==> src/rtl/rot_seq_pkg.sv <==
// Shared widths, FSM state encoding and amount arithmetic for the rotate sequencer.
package rot_seq_pkg;

  localparam int DATA_W = 8;
  localparam int AMT_W  = 3;

  typedef enum logic [1:0] {IDLE, HOLD, RUN} state_t;

  // Negating the amount while flipping direction leaves the rotated pattern where it was.
  function automatic logic [AMT_W-1:0] amt_neg(input logic [AMT_W-1:0] v);
    return -v;
  endfunction

endpackage

==> src/rtl/rot_seq_ctrl_if.sv <==
// Control inputs and shifter-facing outputs of the rotate sequencer.
interface rot_seq_ctrl_if;
  import rot_seq_pkg::*;

  logic              load;
  logic [DATA_W-1:0] din;
  logic              dir;
  logic              run;
  logic              step;
  logic [DATA_W-1:0] a;
  logic [AMT_W-1:0]  amt;
  logic              lr;
  logic              adv;
  logic              running;

  modport master (output load, din, dir, run, step,
                  input  a, amt, lr, adv, running);
  modport slave  (input  load, din, dir, run, step,
                  output a, amt, lr, adv, running);
endinterface

==> src/rtl/rot_seq_ctrl_tick_gen.sv <==
// Modulo-TICK_DIV prescaler; tick is high while the count sits at TICK_DIV-1.
module tick_gen #(
  parameter int TICK_DIV = 10_000_000,
  parameter int CNT_W    = $clog2(TICK_DIV)
) (
  input  logic clk,
  input  logic reset,
  input  logic clr,
  input  logic en,
  output logic tick
);

  logic [CNT_W-1:0] cnt;

  assign tick = (cnt == CNT_W'(TICK_DIV - 1));

  always_ff @(posedge clk) begin
    if (reset || clr) begin
      cnt <= '0;
    end else if (en) begin
      cnt <= tick ? '0 : cnt + CNT_W'(1);
    end
  end

endmodule

==> src/rtl/rot_seq_ctrl.sv <==
// Rotate-shifter sequencer: IDLE/HOLD/RUN FSM driving pattern, amount and direction.
// Build option ROT_SEQ_BOUNCE_EN: ping-pong direction after 7 auto-advances in RUN.
module rot_seq_ctrl
  import rot_seq_pkg::*;
#(
  parameter int TICK_DIV = 10_000_000,
  parameter int CNT_W    = $clog2(TICK_DIV)
) (
  input logic          clk,
  input logic          reset,
  rot_seq_ctrl_if.slave bus
);

  state_t            state, state_nxt;
  logic [DATA_W-1:0] a, a_nxt;
  logic [AMT_W-1:0]  amt, amt_nxt, amt_base;
  logic              lr, lr_nxt;
  logic              adv, adv_nxt;
  logic              running, running_nxt;
  logic              advance, flip;
  logic              tick, presc_clr, presc_en;
`ifdef ROT_SEQ_BOUNCE_EN
  logic [2:0]        bcnt, bcnt_nxt;
`endif

  assign presc_en = (state == RUN);

  tick_gen #(.TICK_DIV(TICK_DIV), .CNT_W(CNT_W)) u_tick (
    .clk   (clk),
    .reset (reset),
    .clr   (presc_clr),
    .en    (presc_en),
    .tick  (tick)
  );

  always_comb begin
    state_nxt = state;
    a_nxt     = a;
    amt_nxt   = amt;
    lr_nxt    = lr;
    adv_nxt   = 1'b0;
    presc_clr = 1'b0;
    advance   = 1'b0;
    flip      = 1'b0;
    amt_base  = amt;
`ifdef ROT_SEQ_BOUNCE_EN
    bcnt_nxt  = bcnt;
`endif
    if (bus.load) begin
      state_nxt = HOLD;
      a_nxt     = bus.din;
      amt_nxt   = '0;
      lr_nxt    = bus.dir;
      presc_clr = 1'b1;
`ifdef ROT_SEQ_BOUNCE_EN
      bcnt_nxt  = '0;
`endif
    end else begin
      case (state)
        IDLE: ;
        HOLD: begin
          if (bus.run) begin
            state_nxt = RUN;
            presc_clr = 1'b1;
`ifdef ROT_SEQ_BOUNCE_EN
            bcnt_nxt  = '0;
`endif
          end
          advance = bus.step;
          flip    = (bus.dir != lr);
        end
        RUN: begin
          if (!bus.run) state_nxt = HOLD;
          else          advance   = tick;
`ifdef ROT_SEQ_BOUNCE_EN
          // The bounce fires the cycle after the 7th advance, never on a tick edge.
          flip = bus.run && (bcnt == 3'd7);
          if (flip)         bcnt_nxt = '0;
          else if (advance) bcnt_nxt = bcnt + 3'd1;
`else
          flip = (bus.dir != lr);
`endif
        end
        default: state_nxt = IDLE;
      endcase
      amt_base = flip ? amt_neg(amt) : amt;
      amt_nxt  = amt_base + AMT_W'(advance);
      lr_nxt   = flip ? ~lr : lr;
      adv_nxt  = advance;
    end
    running_nxt = (state_nxt == RUN);
  end

  always_ff @(posedge clk) begin
    if (reset) begin
      state   <= IDLE;
      a       <= '0;
      amt     <= '0;
      lr      <= 1'b0;
      adv     <= 1'b0;
      running <= 1'b0;
`ifdef ROT_SEQ_BOUNCE_EN
      bcnt    <= '0;
`endif
    end else begin
      state   <= state_nxt;
      a       <= a_nxt;
      amt     <= amt_nxt;
      lr      <= lr_nxt;
      adv     <= adv_nxt;
      running <= running_nxt;
`ifdef ROT_SEQ_BOUNCE_EN
      bcnt    <= bcnt_nxt;
`endif
    end
  end

  assign bus.a       = a;
  assign bus.amt     = amt;
  assign bus.lr      = lr;
  assign bus.adv     = adv;
  assign bus.running = running;

endmodule

==> src/flat_wrapper.sv <==
// flat-port wrapper written by rule: the top's interface ports become plain ports
module rot_seq_ctrl_flat import rot_seq_pkg::*;
#(
  parameter int TICK_DIV = 10_000_000,
  parameter int CNT_W    = $clog2(TICK_DIV)
)
  (clk, reset, bus_load, bus_din, bus_dir, bus_run, bus_step, bus_a, bus_amt, bus_lr, bus_adv, bus_running);
  rot_seq_ctrl_if bus_i ();
  input logic clk;
  input logic reset;
  input wire logic [$bits(bus_i.load)-1:0] bus_load;
  input wire logic [$bits(bus_i.din)-1:0] bus_din;
  input wire logic [$bits(bus_i.dir)-1:0] bus_dir;
  input wire logic [$bits(bus_i.run)-1:0] bus_run;
  input wire logic [$bits(bus_i.step)-1:0] bus_step;
  output wire logic [$bits(bus_i.a)-1:0] bus_a;
  output wire logic [$bits(bus_i.amt)-1:0] bus_amt;
  output wire logic [$bits(bus_i.lr)-1:0] bus_lr;
  output wire logic [$bits(bus_i.adv)-1:0] bus_adv;
  output wire logic [$bits(bus_i.running)-1:0] bus_running;
  assign bus_i.load = bus_load;
  assign bus_i.din = bus_din;
  assign bus_i.dir = bus_dir;
  assign bus_i.run = bus_run;
  assign bus_i.step = bus_step;
  assign bus_a = bus_i.a;
  assign bus_amt = bus_i.amt;
  assign bus_lr = bus_i.lr;
  assign bus_adv = bus_i.adv;
  assign bus_running = bus_i.running;
  rot_seq_ctrl #(.TICK_DIV(TICK_DIV), .CNT_W(CNT_W)) u_core (.clk(clk), .reset(reset), .bus(bus_i));
endmodule
==> config.mk <==
export PLATFORM = sky130hd
export DESIGN_NAME = rot_seq_ctrl_flat
export DESIGN_NICKNAME = d
export VERILOG_FILES = /design/src/rtl/rot_seq_pkg.sv /design/src/rtl/rot_seq_ctrl_if.sv /design/src/rtl/rot_seq_ctrl_tick_gen.sv /design/src/rtl/rot_seq_ctrl.sv /design/src/flat_wrapper.sv
export SDC_FILE = /design/constraint.sdc
export NUM_CORES = 1
export LEC_CHECK = 0
export BUFFER_PORTS_ARGS = -buffer_cell sky130_fd_sc_hd__buf_4
export CAP_MARGIN = 0
export CORE_MARGIN = 2
export CORE_UTILIZATION = 50
export CTS_CLUSTER_DIAMETER = 60
export DETAILED_ROUTE_END_ITERATION = 10
export HOLD_SLACK_MARGIN = 0.06
export MAX_ROUTING_LAYER = met4
export PLACE_DENSITY = 0.75
export SLEW_MARGIN = 5
export SYNTH_ARGS = -nofsm -noshare
export SYNTH_HDL_FRONTEND = slang
export SYNTH_SLANG_ARGS = --single-unit
==> constraint.sdc <==
create_clock -name clk -period 6.04 [get_ports clk]
set_input_delay 0.302 -clock clk [delete_from_list [all_inputs] [get_ports clk]]
set_output_delay 0.302 -clock clk [all_outputs]
set_load 0.01 [all_outputs]
# == Yosys cells after proc, flatten, opt, wreduce, memory -nomap -nowiden ==
# Cells that the tools add are included.
# totals
wordCells,37
register_bits,40
input_bits,14
output_inout_bits,14
# op_classes
n_mux,16
n_addsub,3
bitwise_logic,1
eq_ne,5
n_reduce_logical,5
# op_table
operator,count
adder 24 x 1 -> 24 bit (second input constant),1
equality test 24 bit (second input constant),1
2-to-1 mux 24 bit,1
2-to-1 mux 1 bit,9
2-to-1 mux 2 bit,3
case mux 2 bit (3 select lines),1
equality test 2 bit (second input constant),2
OR reduction 2 bit,2
adder 3 x 1 -> 3 bit,1
2-to-1 mux 3 bit,1
negation 3 bit,1
equality test 2 x 1 -> 1 bit (second input constant),1
logical NOT 2 bit,1
case mux 1 bit (2 select lines),1
nonzero test 2 bit,1
logical OR 1 bit,1
!= test 1 bit,1
NOT 1 bit,1

# == Logic depth before layout (Yosys ltp) ==
# Gate-level depths: netlist of run 1.
# depth
ltp_word,6
depth_mapped,12
mapped_depth_nobuf,11

# == Cells and area by module ==
# Synthesis of run 1 repeated with hierarchy kept, for this count alone.
# unflattened
cells_unflattened,216
hier_area_um2,1928.1
# modules_own_cells
module,seq_area_each_um2,area_per_inst_um2,cells_each,n_inst
tick_gen,480.5,1171.1,136,1
rot_seq_ctrl,320.3,757.0,80,1

# == Least setup slack after synthesis of run 1 ==
# No wires, ideal clock.
# synth_timing
path_type,reg2reg
startpoint,register u_core.u_tick.cnt[13]
endpoint,register u_core.amt[2] (netlist: u_core.bus.amt[2])
path_slack_ps,3647
n_path_buf,0
stages_incl_launch_ff,10
arrival_ps,2252
required_time_ps,5898
path_cell_list,dfxtp_1 > or4b_1 > or4_1 > o31ai_1 > and2_1 > ha_1 > ha_1 > xnor2_1 > xnor2_1 > nor3_1
# synth_via
elab_chain_cells,5
# synth_lines
item,line,source
"start, declared",rot_seq_ctrl_tick_gen.sv:13,logic [CNT_W-1:0] cnt;
"start signal, assigned",rot_seq_ctrl_tick_gen.sv:21,cnt <= tick ? '0 : cnt + CNT_W'(1);
equality test 24 bit,rot_seq_ctrl_tick_gen.sv:15,assign tick = (cnt == CNT_W'(TICK_DIV - 1));
2-to-1 mux 1 bit,rot_seq_ctrl.sv:73,if (!bus.run) state_nxt = HOLD;
case mux 1 bit (2 select lines),rot_seq_ctrl.sv:59,case (state)
2-to-1 mux 1 bit,rot_seq_ctrl.sv:49,if (bus.load) begin
adder 3 x 1 -> 3 bit,rot_seq_ctrl.sv:87,amt_nxt = amt_base + AMT_W'(advance);
"end signal, assigned",rot_seq_ctrl.sv:108,amt <= amt_nxt;
"end, declared",rot_seq_ctrl.sv:16,"logic [AMT_W-1:0] amt, amt_nxt, amt_base;"
# No other way between the ends. The select of a mux whose other input is x is not followed.
# A chain may end at the register's enable or synchronous reset.

# == Final worst setup path of run 1 ==
# layout_timing
startpoint,register u_core.state[0]
endpoint,register u_core.amt[2] (netlist: u_core.bus.amt[2])
# layout_via
elab_chain_cells,6
word_cells_on_any_way,9
cone_classes,add/sub: 1; eq/ne: 2; mux: 5; reduce/logical: 1
# layout_lines
item,line,source
"start, declared",rot_seq_ctrl.sv:14,"state_t state, state_nxt;"
"start signal, assigned",rot_seq_ctrl.sv:106,state <= state_nxt;
equality test 2 x 1 -> 1 bit / equality test 2 bit (equally long branches),rot_seq_ctrl.sv:59,
OR reduction 2 bit (no line),--,
2-to-1 mux 1 bit,--,
2-to-1 mux 1 bit,rot_seq_ctrl.sv:49,
2-to-1 mux 3 bit,rot_seq_ctrl.sv:86,amt_base = flip ? amt_neg(amt) : amt;
adder 3 x 1 -> 3 bit (*),rot_seq_ctrl.sv:87,
# Every way passes the cells marked *; elsewhere a longest branch is shown, timed or not. The select of a mux whose other input is x is not followed.

==> out/results.txt, run 1 <==
The final period demand of the worst path came out at 2.602 ns. Counting stages on the worst path, the most repeated cell is ha_1. Root buffer cell: clkbuf_8.

The layout cell share with drive strength beyond 1 is 17.13%, and the number of rows created at floorplan is 22. TritonCTS built the clock tree. For this run, design rule violations remaining after detail routing come to 0. Using the TritonRoute via totals, the vias-per-cell ratio works out to 5.582. The routed layout has 1669 vias.

For this run, the number of Yosys warnings is 0. Entering global routing, the biggest net connects 18 pins. The number of buffers added for setup after CTS is 0.

For the highest clock frequency the design can meet, the log shows 384.4 MHz. Sort of element at the start of the critical path: a register. The overall die width is 66.58 um, and the global-route usage over all layers is 22.07%. Once detail routing completed, the nets flagged for antenna violations numbered 0. Grouping stages by cell kind, the critical path spends the most delay in simple AND/OR/NAND/NOR gates. The tools report the starting density of the core as 52.69%.

The buffer and inverter count on the worst path was 1; the clock buffer count from CTS was 5. Buffers placed on the I/O ports in this run total 27. The multiplexer fraction of the synthesized cell area came out at 4.089%. The longest clock path from root to sink contains 2 buffers. In this run, post-CTS repair resized a total of 0 instances. The logs give 61.31% for the final standard cell utilization of the core and 0 for the initial antenna violation count.

The number of antenna diodes in the final layout is 0. The run gives 0.2487 ns as the smallest hold slack. The run finished with clean final reports. In the layout the commonest cells are dfxtp_1, buf_4, nor2_1. In this run, synthesis produced a sequential element count of 40. The synthesized-area fraction occupied by and/or/nand/nor cells came out at 27.86%. The distinct cell type count after synthesis came out at 42. The worst hold path belongs to the class input pin to register. STA puts the critical path data arrival time at 2.77 ns. For the number of search-and-repair iterations in the first detailed-routing pass, the log shows 4. The area share of the largest cell type after synthesis is 40.89%.

For the reported leakage power, the log shows 0.8379 nW. The signal on the critical path passes through inv_1, ha_1, nand2_1, or4_1, o31ai_1, and2_1, ha_1, ha_1, xnor2_1, xnor2_1, nor3_1. The power per standard cell area was 219.1 nW/um^2; the detailed router's first-iteration violation count was 141. The clock latency of the later-clocked register in the worst-skew pair was 0.29 ns. By area the synthesized netlist is led by dfxtp_1, ha_1, xnor2_1, nor2_1, mux2i_1. The total global routing overflow was 0; the total of hold buffers inserted after clock tree synthesis was 0. The mean instance size in the synthesized netlist was 8.664 sq um; the worst IR drop on VDD was 0.1384 mV.

The total area inside the core boundary comes to 3716 sq um. At the end of routability-driven placement, the weighted congestion stood at 0.7978. The average wire per standard cell was 13.29 um; the wire length of the first global-routing pass was 7176 um. Data on the critical path is required at its endpoint by 6.21 ns. Compared with the post-synthesis result, the final layout area differs by 16.36%. The design area came out at 2278 sq um.

Clock-pin slew was measured on the worst setup and hold paths at 0.07 ns. The total die area is 4433 sq um. The summed negative setup slack over all endpoints is 0 ns, and the portion of the clock cycle consumed by the worst path in the final layout is 43.08%. The worst setup skew after layout was 0.006007 ns. Slew at the pin closest to its max-slew limit: 0.7576 ns. The delay of the slowest cell on the worst path is 0.58 ns, and the half-perimeter wire length of the detailed placement result is 2885 um. The adder-cell share of the synthesized area is 5.112%.

The CTS H-tree depth is 2. Summing the areas of all compound-gate instances in the mapped netlist gives 11.95% of the synthesized area. The number of top-level pins is 28. Of all cell types, the one taking the most synthesized area is dfxtp_1. The largest family of logic cells by synthesized area was simple AND/OR/NAND/NOR gates.

The tools report the max-slew violation count as 0. The leading cell type in the layout, fill and taps excluded is dfxtp_1. Max-cap violations in this run came to 0. The run gives 3.442 ns as the setup slack at placement.

STA classifies the critical path endpoint as a register. The logs give 1552 for the via count of the first global-routing pass and 40 for the total clock sinks. The placed instances occupy a cell area of 2182 sq um. The critical path class was register to register. The sequential-to-total area share from yosys stat was 40.89%; the xor and xnor fraction of the mapped netlist area was 5.815%. The logs give 49.02% for the worst slew margin relative to its limit and 0 for the hold violation total from the final report. For this block, the routed nets add up to 3975 um of wire. Of all nets on the critical path, the largest fanout is 9. For the number of filler cells placed in the layout, the log shows 335. Once routing completed, OpenROAD measured the worst setup slack at 3.438 ns. Synthesis produced 226 cells. The number of nets handed over by synthesis was 248. The tools report the setup-violating endpoint count in the final report as 0.

The die is 66.58 um tall. For the total number of nets in the final design, the log shows 273. Summing every instance area after synthesis gives 1958 sq um.

Setup repair after global routing left no endpoint under its margin. The slowest stage of the critical path is the or4_1 cell.
==> layout make-up <==
class	instances	area, sq um	share of cell area, %
multi-input combinational	166	1074	47.12
clock buffer	7	96.34	4.228
timing repair buffer	28	210.2	9.226
inverter	10	37.54	1.647
sequential	40	800.8	35.15
tap	48	60.06	2.636
==> per-stage QoR <==
step,cells,power [mW]
after global placement,292,0.3159
after floorplan,226,0.2990
after CTS,299,0.5056
final,299,0.4992
after detailed placement,292,0.3168
after global routing,299,0.5221
==> cells in the mapped netlist (all sizes together) <==
library cell and instances:
nor4 6, a211o 1, o21ai 17, nand3 13
mux2i 8, nand4b 2, xnor2 10, or4 4
nor2 23, buf 5, and3b 1, clkbuf 5
dfxtp 40, a211oi 1, or3 9, and4 2
inv 10, a31o 1, o21ba 1, or4b 1
nand3b 1, nor2b 1, o22ai 1, a21oi 13
nor3b 1, nand2 13, ha 8, nor3 5
o31ai 3, and3 2, a31oi 2, and2 3
nor4b 2, xor2 3, nand4 8
==> metal layers <==
metal | global-route usage, % | vias up | wire length [um] | share of wire [%]
met1 | 28.65 | 773 | 1892 | 48
met5 | - | - | 0 | 0
li1 | - | 860 | - | -
met2 | 33.75 | 31 | 1845 | 46
met4 | 5.612 | 0 | 34 | 0.86
met3 | 6.588 | 5 | 203 | 5.1
==> worst register-to-register path, stage by stage, from the launching register on <==
cell	delay (ns)
dfxtp_1	0.35
inv_1	0.09
ha_1	0.34
nand2_1	0.10
or4_1	0.58
o31ai_1	0.25
and2_1	0.17
ha_1	0.14
ha_1	0.15
xnor2_1	0.13
xnor2_1	0.14
nor3_1	0.06
==> cell families after synthesis <==
family	after synthesis
and+or+nand+nor	97
xor gates and xnor gates	13
muxes	8
buffers and inverters	20
DFF	40
adders and majority gates	8
AOI/OAI and AO/OA	40
==> report_power, final <==
group | total, mW | internal [mW] | switching (mW)
Combinational | 0.0396 | 0.0187 | 0.0209
Sequential | 0.271 | 0.268 | 0.00308
Clock | 0.188 | 0.102 | 0.0865
Total | 0.499 | 0.389 | 0.110
==> state kept, by name (all words and copies together) (netlist names) <==
register and cells:
u_core.bus.a 8, u_core.bus.running 1, u_core.bus.adv 1, u_core.bus.lr 1
u_core.u_tick.cnt 24, u_core.bus.amt 3, u_core.state 2
==> worst paths after layout <==
path | depth (start not counted) | endpoint | slack [ns] | startpoint
worst max-delay path | 11 | u_core.bus.amt[2] | 3.44 | u_core.state[0]
worst min-delay path | 3 | u_core.bus.a[4] | 0.25 | bus_din[4]
worst max register to register | 11 | u_core.bus.amt[2] | 3.44 | u_core.state[0]
worst min register to register | 2 | u_core.u_tick.cnt[23] | 0.50 | u_core.u_tick.cnt[23]
No activity file was read; power rests on OpenSTA's default activity.
==> run 2: changes to the inputs <==
==> constraint.sdc (replaced) <==
create_clock -name clk -period 2.5 [get_ports clk]
set_input_delay 0.125 -clock clk [delete_from_list [all_inputs] [get_ports clk]]
set_output_delay 0.125 -clock clk [all_outputs]
set_load 0.01 [all_outputs]
==> run 2 against run 1 <==
Effect of this change:
- register-to-register slack worse by 3.4 ns
- clock skew down 0.00051 ns
- via count up 1.6%
- utilization up 2.4 points
- count of clock-buffer cells in the layout down 1
- final cell count up 4.0%
- global-route usage up 0.64 points
- final area up 3.9%
- non-clock buffer count up 12
- setup slack worse by 3.4 ns
- critical path depth down 2
- highest routed layer unchanged
- critical endpoint unchanged
- routed wire length up 4.0%
==> out/results.txt, run 2 (synthesis gave the netlist of run 1 again) <==
The via count of the first global-routing pass is 1658 (was 1552), and the summed negative setup slack over all endpoints is 0 ns (unchanged). Regs by FF count: u_core.u_tick.cnt x24, u_core.bus.a x8, u_core.bus.amt x3 (unchanged). The smallest hold slack was 0.06591 ns (was 0.2487 ns); the power per standard cell area was 484.9 nW/um^2 (was 219.1 nW/um^2).

The die height was 66.58 um (unchanged). For the wire length of the first global-routing pass, the log shows 7417 um (was 7176 um). The number of rows created at floorplan came out at 22 (unchanged). The placer's final routability congestion estimate was 0.8937 (was 0.7978). Total vias in the final route: 1695 (was 1669). The endpoint kind of the worst setup timing path is a register (unchanged). The run gives 52.69% (unchanged) as the starting density of the core. The clock latency of the later-clocked register in the worst-skew pair was 0.29 ns (about the same). The layout cell share with drive strength beyond 1 was 21.29% (was 17.13%); the detail-routed via count per cell was 5.450 (was 5.582). The slowest cell on the critical path was or4b_1 (was or4_1).

For the wire length after detailed routing, the log shows 4133 um (was 3975 um). The run finished with clean final reports. The max-cap check violation count is 0 (unchanged), and the average wire per standard cell is 13.29 um (about the same). The half-perimeter wire length of the detailed placement result came out at 3063 um (was 2885 um). The number of buffers inserted by port buffering is 27 (unchanged), and the delay of the slowest cell on the worst path is 0.53 ns (was 0.58 ns).

The clock slew seen by the registers of the worst setup and hold paths works out to 0.07 ns (about the same). The tools report the total clock sinks as 40 (unchanged). The tools report the detailed router's first-iteration violation count as 136 (was 141). Setup slack at placement: -0.02646 ns (was 3.442 ns). Worst IR drop on VDD: 0.3720 mV (was 0.1384 mV). The critical path required time came out at 2.67 ns (was 6.21 ns). For the total global routing overflow, the log shows 0 (unchanged). Root buffer cell: clkbuf_8 (unchanged). The tools report the number of top-level pins as 28 (unchanged). The post-detailed-route DRC marker count is 0 (unchanged). Setup repair after global routing could not meet its margin everywhere.

For the highest clock frequency the design can meet, the log shows 406.9 MHz (was 384.4 MHz). Type of the tightest min-delay check: input pin to register (unchanged). The sort of element at the start of the critical path was a register (unchanged). Final standard cell utilization of the core: 63.70% (was 61.31%). Commonest non-fill, non-tap cells in the layout: buf_4, dfxtp_1, nor2_1 (was dfxtp_1, buf_4, nor2_1). The global-route usage over all layers is 22.71% (was 22.07%), and the number of nets with antenna violations after detailed routing is 0 (unchanged). The max-slew violation count is 0 (unchanged), and the flip-flop count of the largest register, all copies and words added is 24 (unchanged). The run gives 73.41% (was 49.02%) as the worst slew margin relative to its limit.

The register with the highest flop count was u_core.u_tick.cnt (unchanged). The highest fanout seen on the critical path came out at 2 (was 9). The tools report the source of the critical timing path as u_core.u_tick.cnt[13] (was u_core.state[0]).

The critical path class is register to register (unchanged). The run gives 0.005493 ns (was 0.006007 ns) as the worst setup skew after layout. The largest net degree at the start of global routing was 18 (unchanged); the reported leakage power was 0.8943 nW (was 0.8379 nW).

The initial antenna violation count is 0 (unchanged). TritonCTS built the clock tree. The tools report the hold violation total from the final report as 0 (unchanged). The setup-violating endpoint count in the final report is 0 (unchanged). For the smallest setup slack after layout, the log shows 0.04233 ns (was 3.438 ns).

Slew at the pin closest to its max-slew limit: 0.3933 ns (was 0.7576 ns). The reg-to-reg critical path startpoint was u_core.u_tick.cnt[13] (was u_core.state[0]). The total die area was 4433 sq um (unchanged); the relative area change from synthesis to final layout was 20.89% (was 16.36%).

Portion of the clock cycle consumed by the worst path in the final layout: 98.31% (was 43.08%). Cell Chain, Critical Path: or4b_1, or4_4, o31ai_4, and2_1, ha_1, ha_1, xnor2_1, xnor2_1, nor3_1 (was inv_1, ha_1, nand2_1, or4_1, o31ai_1, and2_1, ha_1, ha_1, xnor2_1, xnor2_1, nor3_1). The CTS H-tree depth was 2 (unchanged).

The standard cell core area was 3716 sq um (unchanged). The number of diodes is 0 (unchanged), and the arrival time reported for the critical path endpoint is 2.63 ns (was 2.77 ns). The setup slack of the most critical reg-to-reg path is 0.04 ns (was 3.44 ns), and the number of search-and-repair iterations in the first detailed-routing pass is 4 (unchanged).

The overall die width was 66.58 um (unchanged); the worst reg-to-reg path cell count was 9 (was 11). The worst reg2reg path endpoint was u_core.bus.amt[2] (unchanged). Final period demand of the worst path: 2.458 ns (was 2.602 ns). The tools report the capture point of the critical path as u_core.bus.amt[2] (unchanged).

The total number of nets in the final design came out at 285 (was 273). The clock buffer count from CTS was 5 (unchanged). The number of buffers on the longest clock path is 2 (unchanged).
[run 2: cell types whose count changed in the layout (fill, tap and decap cells not counted), sizes merged]
cell / change
buf: +12
clkbuf: -1
clkinv: +1
[run 2: what timing repair did]
item                       4_1_cts  5_1_grt
hold buffers                     0        0
setup endpoints to repair        1        1
setup buffers                    0        0
gates resized for setup          2        1
[run 2: layout make-up]
class	count	area (sq um)
clock buffers	6	72.57
clock inverters	1	5.005
fillers	315	1349
inverters	10	37.54
multi-input cells	166	1091
flip-flops and latches	40	800.8
well taps	48	60.06
repair buffers	40	300.3
[run 2: worst min path at each step]
stage / startpoint / end / slack, ns / cells after the start
after floorplan: bus_din[0] / u_core.bus.a[0] / 0.27 / 2
after global placement: bus_din[4] / u_core.bus.a[4] / 0.36 / 3
after detailed placement: bus_din[0] / u_core.bus.a[0] / 0.37 / 3
after CTS: bus_din[0] / u_core.bus.a[0] / 0.07 / 3
after global routing: bus_din[6] / u_core.bus.a[6] / 0.07 / 3
final: bus_din[0] / u_core.bus.a[0] / 0.07 / 3
[run 2: layer usage]
layer  up-vias  GRT usage, %  part of all wire (%)
met4         0         7.653                   1.4
li1        890             -                     -
met1       757         28.88                    47
met5         -             -                     0
met3         6         4.561                   5.1
met2        42         36.13                    46
[run 2: critical path: cells and delay by family (launching register included)]
family | cells | cell delay (ns)
flops | 1 | 0.31
xor+xnor | 2 | 0.27
simple gates | 4 | 1.26
fa+ha+maj | 2 | 0.31
compound gates | 1 | 0.19
[run 2: report_power, final]
group          switching (mW)  total [mW]  internal, mW
Sequential            0.00740       0.656         0.648
Combinational          0.0510      0.0983        0.0473
Clock                   0.204       0.394         0.189
Total                   0.263        1.15         0.885
[run 2: stage by stage]
stage	cell area, sq um	std cells	power [mW]
global route	2367	311	1.201
global placement	2272	304	0.7650
finish	2367	311	1.148
detailed placement	2272	304	0.7674
CTS	2359	311	1.158
floorplan	1958	226	0.7224
